`config.mk`:
```
export PLATFORM = sky130hd
export DESIGN_NAME = seq_mul_shift_add
export DESIGN_NICKNAME = d
export VERILOG_FILES = /design/src/rtl/seq_mul_shift_add.sv
export SDC_FILE = /design/constraint.sdc
export NUM_CORES = 1
export LEC_CHECK = 0
export BUFFER_PORTS_ARGS = -buffer_cell sky130_fd_sc_hd__buf_2
export CAP_MARGIN = 20
export CORE_MARGIN = 2
export CORE_UTILIZATION = 60
export DETAILED_ROUTE_END_ITERATION = 16
export HOLD_SLACK_MARGIN = 0.03
export PLACE_DENSITY = 0.91
export SLEW_MARGIN = 20
export SYNTH_ARGS = -nofsm -noshare
export SYNTH_HDL_FRONTEND = slang
export SYNTH_SLANG_ARGS = --single-unit
```
`constraint.sdc`:
```
create_clock -name clk -period 6.2 [get_ports clk]
set_input_delay 0.31 -clock clk [delete_from_list [all_inputs] [get_ports clk]]
set_output_delay 0.31 -clock clk [all_outputs]
set_load 0.1 [all_outputs]
```
`src/rtl/seq_mul_shift_add.sv`:
```
// Sequential shift-and-add multiplier, WIDTH x WIDTH -> 2*WIDTH.
// Fixed latency: WIDTH add/shift steps per product, independent of operand values.
// Signed mode multiplies magnitudes and negates the result afterwards.
//
// Handshake:
//   - start is accepted on a rising edge while the FSM is IDLE or DONE.
//   - busy is high for the WIDTH CALC cycles.
//   - done pulses for one cycle, while product is valid.
//   - start during CALC is ignored.
//   - product holds its value until the next DONE.
//
// dbg_state shows the FSM state: 0 = IDLE, 1 = CALC, 2 = DONE.
// WIDTH must lie in 2..32.
module seq_mul_shift_add #(
   parameter  int WIDTH = 16,
   localparam int CNT_W = $clog2(WIDTH + 1)
) (
   input  logic                 clk,
   input  logic                 rst,
   input  logic                 start,
   input  logic                 sgn,
   input  logic [WIDTH-1:0]     a_in,
   input  logic [WIDTH-1:0]     b_in,
   output logic                 busy,
   output logic                 done,
   output logic [2*WIDTH-1:0]   product,
   output logic [1:0]           dbg_state
);

   typedef enum logic [1:0] {
      S_IDLE = 2'd0,
      S_CALC = 2'd1,
      S_DONE = 2'd2
   } state_t;

   localparam logic [WIDTH-1:0]   ONE_W  = WIDTH'(1);
   localparam logic [2*WIDTH-1:0] ONE_2W = (2*WIDTH)'(1);
   localparam logic [CNT_W-1:0]   ONE_C  = CNT_W'(1);

   state_t               r_state;
   state_t               w_next;
   logic [2*WIDTH-1:0]   r_mcand;
   logic [WIDTH-1:0]     r_mplier;
   logic [2*WIDTH-1:0]   r_acc;
   logic [2*WIDTH-1:0]   r_product;
   logic [CNT_W-1:0]     r_cnt;
   logic                 r_neg;

   logic                 w_accept;
   logic                 w_last;
   logic [WIDTH-1:0]     w_a_mag;
   logic [WIDTH-1:0]     w_b_mag;
   logic [2*WIDTH-1:0]   w_addend;
   logic [2*WIDTH-1:0]   w_acc_sum;
   logic [2*WIDTH-1:0]   w_prod_final;

   // A new request is taken only when no multiply is in flight.
   assign w_accept = start && ((r_state == S_IDLE) || (r_state == S_DONE));

   // The final step is the CALC cycle whose counter still reads 1.
   assign w_last = (r_state == S_CALC) && (r_cnt == ONE_C);

   // In signed mode a negative operand is replaced by its magnitude.
   // The most negative value maps onto 2^(WIDTH-1), which fits as unsigned.
   assign w_a_mag = (sgn && a_in[WIDTH-1]) ? (~a_in + ONE_W) : a_in;
   assign w_b_mag = (sgn && b_in[WIDTH-1]) ? (~b_in + ONE_W) : b_in;

   // Conditional add of the shifted multiplicand.
   // The accumulator is 2*WIDTH bits wide, so the sum cannot overflow.
   assign w_addend  = r_mplier[0] ? r_mcand : '0;
   assign w_acc_sum = r_acc + w_addend;

   // Restore the sign on the completed sum.
   assign w_prod_final = r_neg ? (~w_acc_sum + ONE_2W) : w_acc_sum;

   // State register; reset wins over everything, including a multiply in flight.
   always_ff @(posedge clk) begin
      if (rst) begin
         r_state <= S_IDLE;
      end else begin
         r_state <= w_next;
      end
   end

   // Next-state decode and the status outputs.
   always_comb begin
      w_next = r_state;
      busy   = 1'b0;
      done   = 1'b0;
      case (r_state)
         S_IDLE: begin
            if (start) begin
               w_next = S_CALC;
            end
         end
         S_CALC: begin
            busy = 1'b1;
            if (r_cnt == ONE_C) begin
               w_next = S_DONE;
            end
         end
         S_DONE: begin
            done = 1'b1;
            if (start) begin
               w_next = S_CALC;
            end else begin
               w_next = S_IDLE;
            end
         end
         default: begin
            w_next = S_IDLE;
         end
      endcase
   end

   // Datapath: operand capture, one add/shift step per CALC cycle, and the
   // product load on the final step.
   always_ff @(posedge clk) begin
      if (rst) begin
         r_mcand   <= '0;
         r_mplier  <= '0;
         r_acc     <= '0;
         r_product <= '0;
         r_cnt     <= '0;
         r_neg     <= 1'b0;
      end else if (w_accept) begin
         r_mcand  <= {{WIDTH{1'b0}}, w_a_mag};
         r_mplier <= w_b_mag;
         r_neg    <= sgn && (a_in[WIDTH-1] ^ b_in[WIDTH-1]);
         r_acc    <= '0;
         r_cnt    <= CNT_W'(WIDTH);
      end else if (r_state == S_CALC) begin
         r_acc    <= w_acc_sum;
         r_mcand  <= r_mcand << 1;
         r_mplier <= r_mplier >> 1;
         r_cnt    <= r_cnt - ONE_C;
         if (w_last) begin
            r_product <= w_prod_final;
         end
      end
   end

   assign product   = r_product;
   assign dbg_state = r_state;

endmodule

```
== After elaboration in Yosys (flattened, before gate mapping) ==
Index checks and enable logic that the tools add are counted.

* Flip-flop bits (word level): 120
* Input bits: 36
* Output and inout bits: 36
* Word-level logic and storage cells: 51

* Add/sub/neg operators: 5
* Equality and inequality tests: 5
* Muxes and demuxes: 16
* Bitwise logic cells: 5
* Reductions and logical operators: 11

{| class="wikitable"
|+ Operators with widths
! kind !! number
|-
| $mux 16 || 6
|-
| $mux 32 || 2
|-
| $add 16x1->16 const B || 2
|-
| $add 32x1->32 const B || 1
|-
| $add 32x32->32 || 1
|-
| $not 16->16 || 2
|-
| $not 32->32 || 1
|-
| $mux 5 || 2
|-
| $pmux 2 s3 || 1
|-
| $eq 5x1->1 const B || 1
|-
| $logic_and 1x1->1 || 5
|-
| $sub 5x1->5 const B || 1
|-
| $mux 2 || 2
|-
| $ne 2x2->1 const B || 2
|-
| $mux 1 || 3
|-
| $reduce_and 3->1 || 1
|-
| $eq 2x1->1 const B || 1
|-
| $eq 2x2->1 const B || 1
|-
| $logic_not 2->1 || 1
|-
| $reduce_and 2->1 || 1
|-
| $reduce_bool 2->1 || 1
|-
| $reduce_or 2->1 || 1
|-
| $logic_or 1x1->1 || 1
|-
| $not 1->1 || 1
|-
| $xor 1x1->1 || 1
|}

== Logic depth before layout (Yosys ltp) ==
* Word-level depth: 5
* Mapped depth: 14
* Depth with buffers taken out: 13

== Least setup slack after synthesis ==
Ideal clock, no wire load.

* Path kind: reg-to-reg
* Start: register r_mplier[0]
* End: register r_product[29] (netlist: product[29])
* Setup time: 0.134 ns
* Arrival: 3.710 ns
* Data required time: 6.066 ns
* Path slack: 2.356 ns
* Stages on the path, launching flop included: 15
* Buffers on the path: 1
* Period minus slack after synthesis: 3.844 ns
* Cell sequence: dfxtp_1 -> clkbuf_1 -> and2_1 -> ha_1 -> fa_1 -> a211oi_2 -> o21ai_1 -> and2_1 -> or3_1 -> a221o_1 -> nor4_4 -> nand4_4 -> or4_1 -> nand4b_1 -> a211oi_1

* Longest elaborated chain between the ends: 5

{| class="wikitable"
|+ Ends and longest elaborated chain
! item !! line !! RTL
|-
| start: declaration || 43 || <nowiki>logic [WIDTH-1:0] r_mplier;</nowiki>
|-
| start signal: assignment || 128 || <nowiki>r_mplier <= w_b_mag;</nowiki>
|-
| start signal: assignment || 135 || <nowiki>r_mplier <= r_mplier >> 1;</nowiki>
|-
| $mux 32 (*) || 70 || <nowiki>assign w_addend = r_mplier[0] ? r_mcand : '0;</nowiki>
|-
| $add 32x32->32 (*) || 71 || <nowiki>assign w_acc_sum = r_acc + w_addend;</nowiki>
|-
| $not 32->32 || 74 || <nowiki>assign w_prod_final = r_neg ? (~w_acc_sum + ONE_2W) : w_acc_sum;</nowiki>
|-
| $add 32x1->32 || 74 ||
|-
| $mux 32 (*) || 74 ||
|-
| end signal: assignment || 138 || <nowiki>r_product <= w_prod_final;</nowiki>
|-
| end: declaration || 45 || <nowiki>logic [2*WIDTH-1:0] r_product;</nowiki>
|}

Mark *: on every way between the ends. The rest lies on a longest branch, timed or not.
A chain may end at the register's enable or synchronous reset.

== Worst setup path after layout ==
Same ends and word-level chain as after synthesis.

==> impl_results.md <==
- Number of synthesized flops with an enable pin: 0
- Crit Path Category: reg2reg
- Max_cap viols: 0
- Post-synthesis average cell area: around 7.5 um2
- Most instantiated cells after synthesis: nand2_1, dfxtp_1, nor2_1
- Crit Path Max Fanout: 33
- Crit path launch type: flop
- Post-synthesis sequential area ratio: between 20% and 30%
- Largest family of logic cells by synthesized area: simple AND/OR/NAND/NOR gates
- Max-slew headroom: 39.0%
- Internal: 1570 uW
- Crit. End Element: flop
- Synth top area share: 29.9%
- Final Hold Fails: 0
- RSZ-0062 raised after global routing: no
- Final GP Congestion: 0.966
- Status: completed
- Gate Count Post-Synth: 1,070
- Number of global-route vias before repair: 7,262
- Detailed Place HPWL: 14,400 um
- Max Transition Viols Final: 0
- Htree depth: 4
- Resized cells post-CTS: 0
- Mux share of post-synthesis cell area: 0.998%
- Worst path arrival time: 4770 ps
- CTS max path bufs: 2
- CP max stage cell: dfxtp_1
- DRC Markers: 0
- Area delta synth->final: 12.0%
- Worst-margin pin slew: 914 ps
- Final period util: 72.6%
- Total Die Area: 0.0143 mm2
- Drt initial violations: 547
- # rows: 42
- Inserted Clock Buffers: 17
- TritonCTS clock tree: done
- Simple-gate share of the synthesized area: between 20% and 30%
- Vias/cell: 6.15
- Cell area power density: 243 mW/mm2
- Largest net degree at the start of global routing: 79
- Fin nets: approximately 1,200
- Post-Syn Area: 0.00803 mm2
- Total Routing Usage GR: 29.3%
- Final Core Density: between 60 and 70%
- Total wire length: roughly 21,000 um
- Reg2reg path depth: 13
- Clock-pin slew on the worst setup and hold paths: 60 ps
- Die Y: 120 um
- Setup_tns: 0 ps
- Setup-failing EPs final: 0
- Yosys warns: 0
- F_max: between 0.2 and 0.25 GHz
- Maximum clock skew at final layout: about 8.6 ps
- Slowest cell delay on critical path: between 500 and 600 ps
- Leak: 0.00356 uW
- CTS Hold Bufs: 0
- Clock power frac: 45.2%
- Post-synth net total: roughly 1,100
- Diode count: 0
- Vias: 7,868
- Most used DFF post-synth: dfxtp_1
- Post-CTS Setup Repair Bufs: 0
- Number of port buffers: between 70 and 80
- Floorplan core area: 0.0131 mm2
- Synth Area in Compound Gates: 24.5%
- Min cycle time layout: around 4500 ps
- Crit path required time: 6470 ps
- GRT overflow: 0
- Post-synthesis xor/xnor area fraction: 8.29%
- I/O Pins: 72
- Hold Path Class: in2reg
- Ys async rst share: 0%
- Root buffer cell: clkbuf_16
- Maximum VDD drop: approximately 0.19 mV
- Clock sink count: 120
- Post-synthesis adder-cell area fraction: about 5.9%
- WL/cell: 16.2 um
- Logic pwr share: 16.6%
- Area contributors post-synth: dfxtp_1, nand2_1, ha_1
- Synth cell types: 71
- Fin worst setup slack: between 1500 and 2000 ps
- Initial Utilization: between 60% and 70%
- Skew-Pair Late Insertion Delay: between 400 and 500 ps
- Sequential share of power: about two fifths
- Initial antenna violation count: 0
- Die width: 120 um
- Share of layout cells above drive strength 1: a little under an eighth
- Sw Ratio: about 28%
- Net switching power: 619 uW
- Hold path cells: 3
- First-pass GRT wire length: 34,300 um
- Top-count cell post-synth: nand2_1
- Final antenna-violating net count: 0
- Synth Register Bits: 120
- Largest area contributor in the netlist: dfxtp_1
- 1st-pass router iterations: 5
- CP Cell Sequence: and2_1 -> ha_1 -> fa_1 -> a211oi_2 -> o211ai_1 -> a21oi_1 -> xnor2_1 -> a221o_1 -> nor4_4 -> nand4_4 -> or4_1 -> nand4b_1 -> a211oi_1
- Post-placement worst setup slack: 1770 ps
-- final cells by class --
type	count	area, um2
multi-input cells	861	5290
fillers	1095	4150
flip-flops and latches	120	2400
clock buffers	21	460
repair buffers	76	425
well taps	176	220
clock inverters	8	124
inverters	18	67.6
-- critical path, delay by kind of cell, from the launching register on --
family	cells	cell delay, ps
and+or+nand+nor	5	1580
AOI/OAI and AO/OA	5	1260
adders and majority gates	2	690
DFF	1	590
xor gates and xnor gates	1	220
-- final timing paths --
path               startpoint          end  slack [ps]
setup / recovery  r_mplier[0]  product[29]        1700
hold / removal       a_in[15]  r_mcand[15]         180
setup reg to reg  r_mplier[0]  product[29]        1700
hold reg to reg    product[2]   product[2]         460
-- metal layers --
layer / GRT usage [%] / up-vias / wire (um)
met3: 7.75 / 34 / 1770
met1: 38.4 / 3680 / 9060
met5: 0 / - / 0
li1: - / 3854 / -
met4: 7.94 / 0 / 257
met2: 47.7 / 300 / 9700
-- cell usage in the layout, fill, tap and decap left out, drive strengths merged, types with 4 or more instances in the layout --
cell    instances
dfxtp         120
mux2i           8
a31oi           8
ha             36
nand2         203
xor2           44
o31ai          10
inv            18
a21oi          89
or3             4
clkbuf         21
or2             6
a21boi          4
a211oi         38
nand4          12
nand3b          4
xnor2          32
nor3           22
and3            7
o21a           12
nor4           14
nor2          102
o41ai           4
and2           40
o211ai          7
nand3          15
nand2b          9
a41oi           4
buf            76
o22ai           4
o21ai          42
a311oi         28
a21o           16
-- sequential cells by signal, indices dropped and copies added (netlist names) --
| register | count |
|---|---|
| r_mcand | 32 |
| r_cnt | 5 |
| dbg_state | 2 |
| r_acc | 32 |
| r_neg | 1 |
| r_mplier | 16 |
| product | 32 |
-- cell families after synthesis --
kind of cell | Yosys count
DFF | 120
and+or+nand+nor | 450
adders and majority gates | 37
buffers and inverters | 89
muxes | 8
xor gates and xnor gates | 76
AOI/OAI and AO/OA | 290
-- metrics by stage --
stage / area, um2 / instances / hold slack (ps) / power, uW
after CTS: 8930 / 1278 / 172 / 2180
after detailed placement: 8350 / 1249 / 448 / 1200
after global routing: 8980 / 1280 / 202 / 2260
after global placement: 8350 / 1249 / 435 / 1190
after floorplan: 8030 / 1070 / 437 / 1120
final: 8980 / 1280 / 179 / 2180
-- power groups by stage --
stage,registers (uW),logic (uW),clock network (uW)
final,834,362,988
after global placement,847,344,0
after detailed placement,848,352,0
after CTS,833,355,994
after global routing,837,397,1030
after floorplan,868,250,0
(Power assumes the default switching activity.)
